## config.mk

```make
export PLATFORM = sky130hd
export DESIGN_NAME = gelu_out_pack_axis
export DESIGN_NICKNAME = d
export VERILOG_FILES = /design/src/rtl/gelu_out_pack_axis.sv
export SDC_FILE = /design/constraint.sdc
export NUM_CORES = 1
export LEC_CHECK = 0
export ABC_AREA = 1
export CORE_MARGIN = 8
export CORE_UTILIZATION = 51
export DETAILED_ROUTE_END_ITERATION = 6
export PLACE_DENSITY = 0.77
export REMOVE_ABC_BUFFERS = 1
export SLEW_MARGIN = 20
export SYNTH_ARGS = -nofsm -noshare
export SYNTH_HDL_FRONTEND = slang
export SYNTH_SLANG_ARGS = --single-unit
```

## constraint.sdc

```tcl
create_clock -name clk -period 3.6 [get_ports clk]
set_input_delay 0.72 -clock clk [delete_from_list [all_inputs] [get_ports clk]]
set_output_delay 0.72 -clock clk [all_outputs]
set_load 0.01 [all_outputs]
```

## src/rtl/gelu_out_pack_axis.sv

```systemverilog
// Packs the GELU stage's element stream into 32-bit AXI-Stream words,
// closing each frame with TLAST/TKEEP and flagging frame-length mismatches.
module gelu_out_pack_axis #(
    parameter int D_W = 8,
    parameter int MATRIXSIZE_W = 16,
    localparam int LANES = 32 / D_W,
    localparam int KW = LANES * D_W / 8,
    localparam int LW = (LANES > 1) ? $clog2(LANES) : 1
) (
    input  logic                    clk,
    input  logic                    rst_n,
    input  logic [MATRIXSIZE_W-1:0] frame_len,
    input  logic signed [D_W-1:0]   s_TDATA,
    input  logic                    s_TVALID,
    output logic                    s_TREADY,
    input  logic                    s_TLAST,
    output logic [31:0]             m_TDATA,
    output logic [KW-1:0]           m_TKEEP,
    output logic                    m_TVALID,
    input  logic                    m_TREADY,
    output logic                    m_TLAST,
    output logic                    frame_done,
    output logic                    len_err
);

    logic [LW-1:0]           lane_q;
    logic [31:0]             acc_q;
    logic [31:0]             m_data_q;
    logic [KW-1:0]           m_keep_q;
    logic                    m_valid_q;
    logic                    m_last_q;
    logic                    len_err_q;
    logic [MATRIXSIZE_W-1:0] elem_cnt_q;
    logic [MATRIXSIZE_W-1:0] frame_len_q;

    logic                    accept;
    logic                    first;
    logic                    len_hit;
    logic                    frame_end;
    logic                    err_hit;
    logic                    lane_full;
    logic                    word_done;
    logic [MATRIXSIZE_W-1:0] flen;
    logic [31:0]             shamt;
    logic [31:0]             word;
    logic [31:0]             nbytes;
    logic [KW-1:0]           keep;

    assign s_TREADY = ~m_valid_q | m_TREADY;
    assign accept   = s_TVALID & s_TREADY;
    assign first    = elem_cnt_q == '0;

    // The first element of a frame sees the live length, later ones the sample.
    assign flen      = first ? frame_len : frame_len_q;
    assign len_hit   = (flen != '0) && (elem_cnt_q == flen - 1'b1);
    assign frame_end = s_TLAST | len_hit;
    assign err_hit   = (flen != '0) & (s_TLAST ^ len_hit);
    assign lane_full = 32'(lane_q) == 32'(LANES - 1);
    assign word_done = lane_full | frame_end;

    always_comb begin
        shamt  = 32'(lane_q) * 32'(D_W);
        word   = acc_q | (32'($unsigned(s_TDATA)) << shamt);
        nbytes = ((32'(lane_q) + 32'd1) * 32'(D_W) + 32'd7) >> 3;
        keep   = KW'((32'd1 << nbytes) - 32'd1);
    end

    always_ff @(posedge clk or negedge rst_n) begin
        if (!rst_n) begin
            lane_q      <= '0;
            acc_q       <= '0;
            m_data_q    <= '0;
            m_keep_q    <= '0;
            m_valid_q   <= 1'b0;
            m_last_q    <= 1'b0;
            len_err_q   <= 1'b0;
            elem_cnt_q  <= '0;
            frame_len_q <= '0;
        end else begin
            if (m_valid_q && m_TREADY) begin
                m_valid_q <= 1'b0;
            end
            if (accept) begin
                if (first) begin
                    frame_len_q <= frame_len;
                end
                elem_cnt_q <= frame_end ? '0 : elem_cnt_q + 1'b1;
                if (err_hit) begin
                    len_err_q <= 1'b1;
                end
                if (word_done) begin
                    m_data_q  <= word;
                    m_keep_q  <= keep;
                    m_last_q  <= frame_end;
                    m_valid_q <= 1'b1;
                    acc_q     <= '0;
                    lane_q    <= '0;
                end else begin
                    acc_q  <= word;
                    lane_q <= lane_q + LW'(1);
                end
            end
        end
    end

    assign m_TDATA    = m_data_q;
    assign m_TKEEP    = m_keep_q;
    assign m_TVALID   = m_valid_q;
    assign m_TLAST    = m_last_q;
    assign frame_done = m_valid_q & m_TREADY & m_last_q;
    assign len_err    = len_err_q;

endmodule

```

==> Word level (Yosys, flattened, before mapping) <==
Index checks and enable logic that the tools add are counted.
{ "totals": {"regBits": 105, "latchBits": 0, "ram_bits": 0, "romBits": 0, "in_bits": 29, "wordCells": 42, "mem_count": 0} }
{ "op_classes": {"add_sub_neg": 6, "mul": 0, "div_mod_pow": 0, "order_cmp": 0, "n_eq_ne": 2, "shift": 2, "mux": 7, "n_bitwise": 10, "n_reduce_logical": 6} }
{ "op_table": {"columns": ["op", "n"], "rows": [
  ["2-to-1 mux 16 bit", 2],
  ["2-to-1 mux 32 bit", 1],
  ["bitwise OR 32 bit", 1],
  ["<< shifter 8 x 5 -> 32 bit", 1],
  ["adder 16 x 1 -> 16 bit (second input constant)", 1],
  ["equality test 16 bit", 1],
  ["logical NOT 16 bit", 1],
  ["nonzero test 16 bit", 1],
  ["subtractor 16 x 1 -> 16 bit (second input constant)", 1],
  ["adder 6 x 3 -> 7 bit (second input constant)", 1],
  ["AND 1 bit", 4],
  ["AND reduction 2 bit", 2],
  ["<< shifter 1 x 4 -> 4 bit (first input constant)", 1],
  ["subtractor 4 x 1 -> 4 bit (second input constant)", 1],
  ["adder 2 x 1 -> 3 bit (second input constant)", 1],
  ["2-to-1 mux 1 bit", 3],
  ["bitwise OR 1 bit", 3],
  ["adder 2 x 1 -> 2 bit (second input constant)", 1],
  ["equality test 2 bit (second input constant)", 1],
  ["logical AND 1 bit", 2],
  ["2-to-1 mux 2 bit", 1],
  ["inverter 1 bit", 1],
  ["XOR 1 bit", 1]
]} }

==> Depth between registers and ports, before layout <==
Gate-level depths: netlist of the first run.
{ "depth": {"word_depth": 9, "mapped_depth": 30} }

==> Worst setup path before layout of the first run <==
No wires, ideal clock.
{ "synth_timing": {"kind": "reg-to-reg", "from": "register elem_cnt_q[0]", "to": "register m_data_q[0], in the netlist m_TDATA[0]", "setup_time_ns": 0.132, "arrival_time_ns": 3.429, "t_required_ns": 3.468, "setup_slack_ns": 0.039, "path_stages_with_launch": 27, "path_buffers": 3, "synth_period_minus_slack_ns": 3.561, "path_cell_list": "dfrtp_1 -> inv_1 -> ha_1 -> nand2_2 -> nor2_4 -> nand2_4 -> buf_6 -> nand2_4 -> nand2_4 -> inv_2 -> ha_1 -> nand3_1 -> nor2_2 -> nand2_2 -> o21bai_1 -> nand2_1 -> o21ai_0 -> nor2_1 -> nand3_1 -> ha_1 -> inv_1 -> nor2_1 -> nor2_1 -> inv_1 -> clkbuf_1 -> clkbuf_1 -> o21ai_0"} }
{ "synth_via": {"elab_chain_len": 8, "elab_cells_between_ends": 9} }
{ "synth_rtl": {"columns": ["item", "line", "rtl"], "rows": [
  ["start, declared", "33", "logic [MATRIXSIZE_W-1:0] elem_cnt_q;"],
  ["start signal, assigned", "87", "elem_cnt_q <= frame_end ? '0 : elem_cnt_q + 1'b1;"],
  ["logical NOT 16 bit", "51", "assign first = elem_cnt_q == '0;"],
  ["2-to-1 mux 16 bit", null, null],
  ["subtractor 16 x 1 -> 16 bit", "55", "assign len_hit = (flen != '0) && (elem_cnt_q == flen - 1'b1);"],
  ["equality test 16 bit", "55", null],
  ["logical AND 1 bit (*)", "55", null],
  ["bitwise OR 1 bit (*)", "56", "assign frame_end = s_TLAST | len_hit;"],
  ["bitwise OR 1 bit (*)", "59", "assign word_done = lane_full | frame_end;"],
  ["AND reduction 2 bit (no source line) (*)", null, null],
  ["end signal, assigned", "92", "m_data_q <= word;"],
  ["end, declared", "28", "logic [31:0] m_data_q;"]
]} }
Every way passes the cells marked *; elsewhere a longest branch is shown, timed or not.
A chain may end at the register's enable or synchronous reset.

==> Worst setup path after layout of the first run <==
{ "layout_timing": {"from": "register elem_cnt_q[4]", "to": "register m_data_q[20], in the netlist m_TDATA[20]"} }
Same word-level chain as after synthesis.

==> results by group, run 1 <==
Run status
  • Outcome: finished, final reports clean

Yosys
  • Cell Area, Synth: 0.00576 mm2
  • Post-synth cell types: 31
  • Syn Area/Cell: 7.76 um2
  • Synth Warn #: 0
  • Seq/Total Area, Yosys: 0.456
  • Yosys reg bits: 105
  • Synth Instances: 743

Cells and area
  • Number of fillers in the final layout: 952
  • Ratio of cells with drive above 1 in the final layout: 0.169
  • Most frequent cells in the layout: nand2_1 (205), dfrtp_1 (104), inv_1 (74)
  • Layout Cells excl Fill: 983
  • ANT cells: 0
  • Area growth from synthesis to layout: 27.3%
  • Final nets: 874
  • Commonest non-fill, non-tap cell in the layout: nand2_1

Place
  • DP Cell Count: 958
  • DP HPWL: 11.4 mm
  • IO buf count: 69
  • Placer Congestion: 0.969

Timing
  • # setup viols final: 0
  • RSZ-0062 raised after global routing: false
  • Tcrit/Tclk final: 0.936
  • Slew Limit Headroom: 0.504
  • Hold Slack: 428 ps
  • Final min period: 3370 ps
  • Worst-Margin Slew: 744 ps
  • Peak Freq: 0.297 GHz
  • Endpoints failing hold: 0
  • Fin Clk Skew: 5.45 ps
  • Final slew viol count: 0

Power
  • Peak VDD IR: 0.327 mV
  • Gate power share: 0.458
  • Sw Share: 0.411
  • Static Leak: 0.00343 uW
  • Net switching power: 1930 uW
  • Pint: 2760 uW
  • Reg power frac: 0.329
  • PwrDens: 638 mW/mm2
  • Clock Power Share: 0.212

Global routing
  • Global-route wire length before repair: 26.1 mm
  • Largest net degree at the start of global routing: 61
  • Overflow after GRT: 0
  • Gr usage total: 0.218
  • Initial antenna violation count: 0
  • Vias in the first global route: 5360

Worst setup path
  • Crit path launch type: flip-flop
  • Worst-path fanout max: 10
  • Crit path kind: flip-flop to flip-flop
  • FF-to-FF path depth: 23
  • Worst endpoint required time: 3840 ps
  • Crit path DAT: 3610 ps
  • Type of element capturing the critical path: flip-flop

Job
  • MaxCap Viol Count: 0

Worst hold path
  • HP Class: input pin to asynchronous set/reset pin

CTS
  • Cts bufs inserted: 9
  • Clock latency on the worst-skew pair: 350 ps
  • CTS clk-pin slew, worst paths: 70 ps
  • Post-CTS Hold Fix Bufs: 0
  • Clock root buffer: clkbuf_16
  • CTS sink cnt: 105
  • CTS tree: done
  • Htree depth: 3
  • CTS max path bufs: 2

Drt
  • Vias/cell: 5.45
  • DR WL/cell: 16.8 um
  • Final wirelength: 16.5 mm
  • First drt pass iteration count: 5
  • Post-route ant nets: 0
  • DRC: 0
  • First DRT Iteration DRCs: 228
  • Vias after detailed routing: 5356

Die
  • Row cnt: 39
  • IO Pins: 70
  • Starting Density: 0.514
  • Die width: 122 um
  • Core area: 0.0112 mm2
  • Die area: 0.0150 mm2
  • Die H: 122 um
-- flip-flops by register name (all words and copies together) (netlist names) --
name,flops
acc_q,32
frame_len_q,16
m_TVALID,1
m_TDATA,32
elem_cnt_q,16
lane_q,2
m_TKEEP,4
len_err,1
m_TLAST,1
-- per-stage QoR --
| stage | instance area [um2] | setup TNS (ps) | util | setup WS, ps | total power [uW] |
|---|---|---|---|---|---|
| 5_1_grt | 7340 | 0 | 0.654 | 8.89 | 5020 |
| 3_5_place_dp | 6760 | -5060 | 0.602 | -189 | 3530 |
| 2_1_floorplan | 5640 | -14920 | - | -426 | 2780 |
| 4_1_cts | 7090 | 0 | 0.631 | 9.15 | 4550 |
| 3_3_place_gp | 6760 | -3230 | 0.602 | -105 | 3480 |
| 6_report | 7340 | 0 | 0.654 | 230 | 4680 |
-- worst max-delay path, stage by stage, from the launching register on --
cell	delay (ps)
dfrtp_1	500
nor2_4	190
nand2_2	80
nor2_4	130
nand2_4	90
buf_4	190
nand2_1	110
nand2_2	130
nor2_4	130
nand2_2	80
nor2_4	130
nand4_1	140
nand2_1	90
nand2_1	50
nor2_1	170
nand3_2	160
ha_4	190
inv_2	50
nor2_2	40
nor2_4	120
clkinv_4	140
clkbuf_16	200
nand2_1	60
o21ai_1	60
-- worst paths after layout --
kind	startpoint	to	slack (ps)
max	elem_cnt_q[4]$_DFFE_PN0P_	m_TDATA[20]$_DFFE_PN0P_	230
min	rst_n	frame_len_q[15]$_DFFE_PN0P_	430
max reg2reg	elem_cnt_q[4]$_DFFE_PN0P_	m_TDATA[20]$_DFFE_PN0P_	230
min reg2reg	m_TDATA[25]$_DFFE_PN0P_	m_TDATA[25]$_DFFE_PN0P_	480
max in group asynchronous	rst_n	elem_cnt_q[13]$_DFFE_PN0P_	2290
min in group clk	m_TDATA[25]$_DFFE_PN0P_	m_TDATA[25]$_DFFE_PN0P_	480
-- Yosys cell counts (all sizes together) --
cell,number,area [um2]
nor2,60,308
o21ai,66,330
ha,10,125
o22ai,1,6.26
xor2,10,87.6
a21boi,1,18.8
o21bai,17,128
buf,5,42.5
a31oi,9,56.3
nor3b,1,7.51
clkbuf,23,86.3
a31o,9,78.8
nand3,44,238
a21oi,43,215
nand2,232,943
nand4,2,12.5
dfrtp,105,2630
inv,82,308
nor3,8,40.0
a22oi,2,15.0
clkinv,2,7.51
nand3b,11,82.6
-- layout make-up --
cell class | instances | area [um2] | share of cell area
repair buffers | 109 | 1080 | 0.147
multi-input cells | 526 | 2830 | 0.386
inverters | 84 | 320 | 0.0437
flip-flops and latches | 105 | 2630 | 0.358
well taps | 143 | 179 | 0.0244
clock buffers | 11 | 253 | 0.0344
clock inverters | 5 | 46.3 | 0.00631
-- kinds of logic (layout without fill, tap and decap cells) --
kind of cell,Yosys count,after routing,share of synthesized area
compound gates,148,148,0.147
buf+inv,112,209,0.0771
fa+ha+maj,10,10,0.0217
flops,105,105,0.456
xor+xnor,10,10,0.0152
simple gates,358,358,0.283
-- per-layer routing --
layer  share of wire  vias up  GRT usage
met5               0        -          0
met4           0.036        0     0.0967
met3           0.061       39     0.0488
met2            0.50      176      0.368
met1            0.40     2567      0.263
li1                -     2574          -
-- power by group through the flow --
| stage | Sequential [uW] | Clock [uW] | Combinational (uW) |
|---|---|---|---|
| after floorplan | 1590 | 0 | 1180 |
| after global placement | 1550 | 0 | 1930 |
| after detailed placement | 1550 | 0 | 1970 |
| after CTS | 1540 | 1000 | 2010 |
| after global routing | 1570 | 1060 | 2390 |
| final | 1540 | 994 | 2150 |
-- what timing repair did --
item	CTS	global route
buffers inserted	0	3
setup endpoints to repair	34	82
hold endpoints to repair	0	0
pin swaps	1	11
resized for setup	9	56
cloned	0	6
Note: power is estimated with default switching activity, not from simulation.
==> inputs of run 2 (changes only) <==
ABC_AREA = 0   (was 1)
CORE_UTILIZATION = 50   (was 51)
PLACE_DENSITY = 0.76   (was 0.77)
==> results by group, run 2 <==
Power
  • Pint: 2720 uW
  • PwrDens: 545 mW/mm2
  • Reg power frac: 0.392
  • Static Leak: 0.00349 uW
  • Net switching power: 1640 uW
  • Sw Share: 0.376
  • Gate power share: 0.443
  • Peak VDD IR: 0.444 mV
  • Clock Power Share: 0.165

Drt
  • DRC: 0
  • First drt pass iteration count: 5
  • Final wirelength: 18.8 mm
  • Vias/cell: 6.17
  • Vias after detailed routing: 5167
  • First DRT Iteration DRCs: 444
  • Post-route ant nets: 0
  • DR WL/cell: 22.5 um

Global routing
  • Largest net degree at the start of global routing: 62
  • Vias in the first global route: 5220
  • Overflow after GRT: 0
  • GRT met3 Usage: 0.0592
  • Global-route wire length before repair: 27.8 mm
  • Gr busiest metal: met2
  • Gr usage total: 0.241
  • GRT met2 Usage: 0.390
  • Initial antenna violation count: 0
  • Grt met1 use: 0.311

Cells and area
  • ANT cells: 0
  • Final instance area: 0.00801 mm2
  • Ratio of cells with drive above 1 in the final layout: 0.344
  • Commonest non-fill, non-tap cell in the layout: dfrtp_1
  • Final nets: 731
  • Number of fillers in the final layout: 657
  • Area growth from synthesis to layout: 48.1%
  • Layout Cells excl Fill: 837
  • Most frequent cells in the layout: dfrtp_1 (105), buf_4 (77), clkdlybuf4s50_1 (68)

Run status
  • Outcome: complete, but fails checks
  • Violated checks: setup timing

Job
  • MaxCap Viol Count: 0

Yosys
  • Synth Instances: 542
  • Synth Warn #: 0
  • Ys flop type: dfrtp_1
  • Post-synth cell types: 55
  • Area leader, netlist: dfrtp_1
  • Syn Area/Cell: 9.99 um2
  • Synth top area cells: dfrtp_1 (49%), a22o_1 (5.2%), o21ai_0 (4.8%), nand2_1 (4.3%), mux2i_1 (3.7%)
  • Seq/Total Area, Yosys: 0.485
  • Async SR Flop Fraction: 1.00
  • EDFF count, synth: 0
  • Cell Area, Synth: 0.00541 mm2
  • Yosys reg bits: 105
  • Top post-synthesis cells by count: dfrtp_1 (105), nand2_1 (62), o21ai_0 (52)
  • Synth top area share: 0.485
  • Most frequent cell after synthesis: dfrtp_1

Worst setup path
  • Worst-path fanout max: 16
  • Buffer and inverter count on the worst path: 3
  • Type of element capturing the critical path: flip-flop
  • CP max stage cell: or4_4
  • Worst endpoint required time: 3880 ps
  • CP dominant cell by count: ha_4
  • Crit path DAT: 4160 ps
  • Crit path launch type: flip-flop
  • Crit path kind: flip-flop to flip-flop
  • Cells along the critical path: inv_2 -> ha_4 -> nor4b_4 -> and4_4 -> mux2i_4 -> ha_4 -> o21ai_2 -> or4_4 -> a221oi_2 -> nand4_1 -> buf_4 -> ha_4 -> nand2_4 -> o21ai_4 -> clkbuf_16 -> a22o_1
  • CP top delay family: simple AND/OR/NAND/NOR gates
  • Slowest stage delay, CP: 500 ps

Timing
  • Final setup margin: -281 ps
  • Final slew viol count: 0
  • Hold Slack: 412 ps
  • # setup viols final: 83
  • Fin Clk Skew: 16.5 ps
  • Final min period: 3880 ps
  • Slew Limit Headroom: 0.456
  • Tcrit/Tclk final: 1.08
  • Peak Freq: 0.258 GHz
  • RSZ-0062 raised after global routing: true
  • Endpoints failing hold: 0
  • Setup tns final: -15870 ps
  • Worst-Margin Slew: 815 ps

CTS
  • Clock root buffer: clkbuf_8
  • CTS tree: done
  • CTS max path bufs: 2
  • Clock latency on the worst-skew pair: 390 ps
  • CTS sink cnt: 105
  • CTS clk-pin slew, worst paths: 110 ps
  • Post-CTS Hold Fix Bufs: 0
  • Htree depth: 3
  • Cts bufs inserted: 9

Die
  • Die area: 0.0144 mm2
  • Die width: 120 um
  • Die H: 120 um
  • IO Pins: 70
  • Core area: 0.0107 mm2
  • Starting Density: 0.506
  • Row cnt: 38

Place
  • DP Cell Count: 795
  • Worst slack, placed: -554 ps
  • Post-DP Area: 0.00677 mm2
  • Placer Congestion: 0.898
  • IO buf count: 69
  • DP HPWL: 10.7 mm

Worst hold path
  • HP Class: input pin to asynchronous set/reset pin
[run 2: cell count changes after synthesis, moves of 15 or more]
cell,before,now
o21bai_1,17,1
inv_1,80,10
a22o_1,0,32
nand3_1,42,12
mux2i_1,0,20
xnor2_1,0,19
nand2_1,213,62
mux2_2,0,16
nor2_1,43,28
[run 2: metal layers]
| metal | part of all wire | vias up |
|---|---|---|
| met2 | 0.48 | 265 |
| met1 | 0.39 | 2571 |
| met5 | 0 | - |
| li1 | - | 2258 |
| met3 | 0.080 | 73 |
| met4 | 0.046 | 0 |
[run 2: cell type report]
cell class              instances  area [um2]  area share
clock buffers                  12         145      0.0181
multi-input cells             393        3170       0.396
flip-flops and latches        105        2630       0.328
clock inverters                 4        35.0     0.00437
inverters                      10        40.0     0.00500
repair buffers                173        1820       0.227
well taps                     140         175      0.0219
[run 2: worst paths after layout]
| path | from | to | slack (ps) | depth (start not counted) |
|---|---|---|---|---|
| max | elem_cnt_q[1]$_DFFE_PN0P_ | acc_q[18]$_DFFE_PN0P_ | -280 | 16 |
| min | rst_n | frame_len_q[11]$_DFFE_PN0P_ | 410 | 1 |
| max reg2reg | elem_cnt_q[1]$_DFFE_PN0P_ | acc_q[18]$_DFFE_PN0P_ | -280 | 16 |
| min reg2reg | m_TKEEP[3]$_DFFE_PN0P_ | m_TKEEP[3]$_DFFE_PN0P_ | 510 | 2 |
| max in group asynchronous | rst_n | frame_len_q[0]$_DFFE_PN0P_ | 2460 | 2 |
| min in group clk | m_TKEEP[3]$_DFFE_PN0P_ | m_TKEEP[3]$_DFFE_PN0P_ | 510 | 2 |
[run 2: logic make-up (layout without fill, tap and decap cells)]
kind of cell,after synthesis,in the layout,synth area share
xor+xnor,31,31,0.0502
fa+ha+maj,10,10,0.0231
simple gates,166,166,0.160
mux,36,36,0.0703
compound gates,150,150,0.177
buf+inv,44,199,0.0335
flops,105,105,0.485
[run 2: power groups by stage]
| stage | registers [uW] | clock network [uW] | logic (uW) |
|---|---|---|---|
| finish | 1710 | 720 | 1940 |
| global route | 1750 | 766 | 2060 |
| CTS | 1670 | 716 | 1770 |
| detailed placement | 1660 | 0 | 1530 |
| global placement | 1650 | 0 | 1490 |
| floorplan | 1660 | 0 | 803 |
[run 2: timing repair]
item	4_1_cts	5_1_grt
gates cloned	10	4
setup buffers	10	6
endpoints found under the setup margin	87	86
pin swaps	52	38
resized for setup	117	88
[run 2: through the flow]
step	utilization	total power, uW
after floorplan	-	2470
after global placement	0.633	3130
after detailed placement	0.633	3190
after CTS	0.709	4160
after global routing	0.749	4580
final	0.749	4370
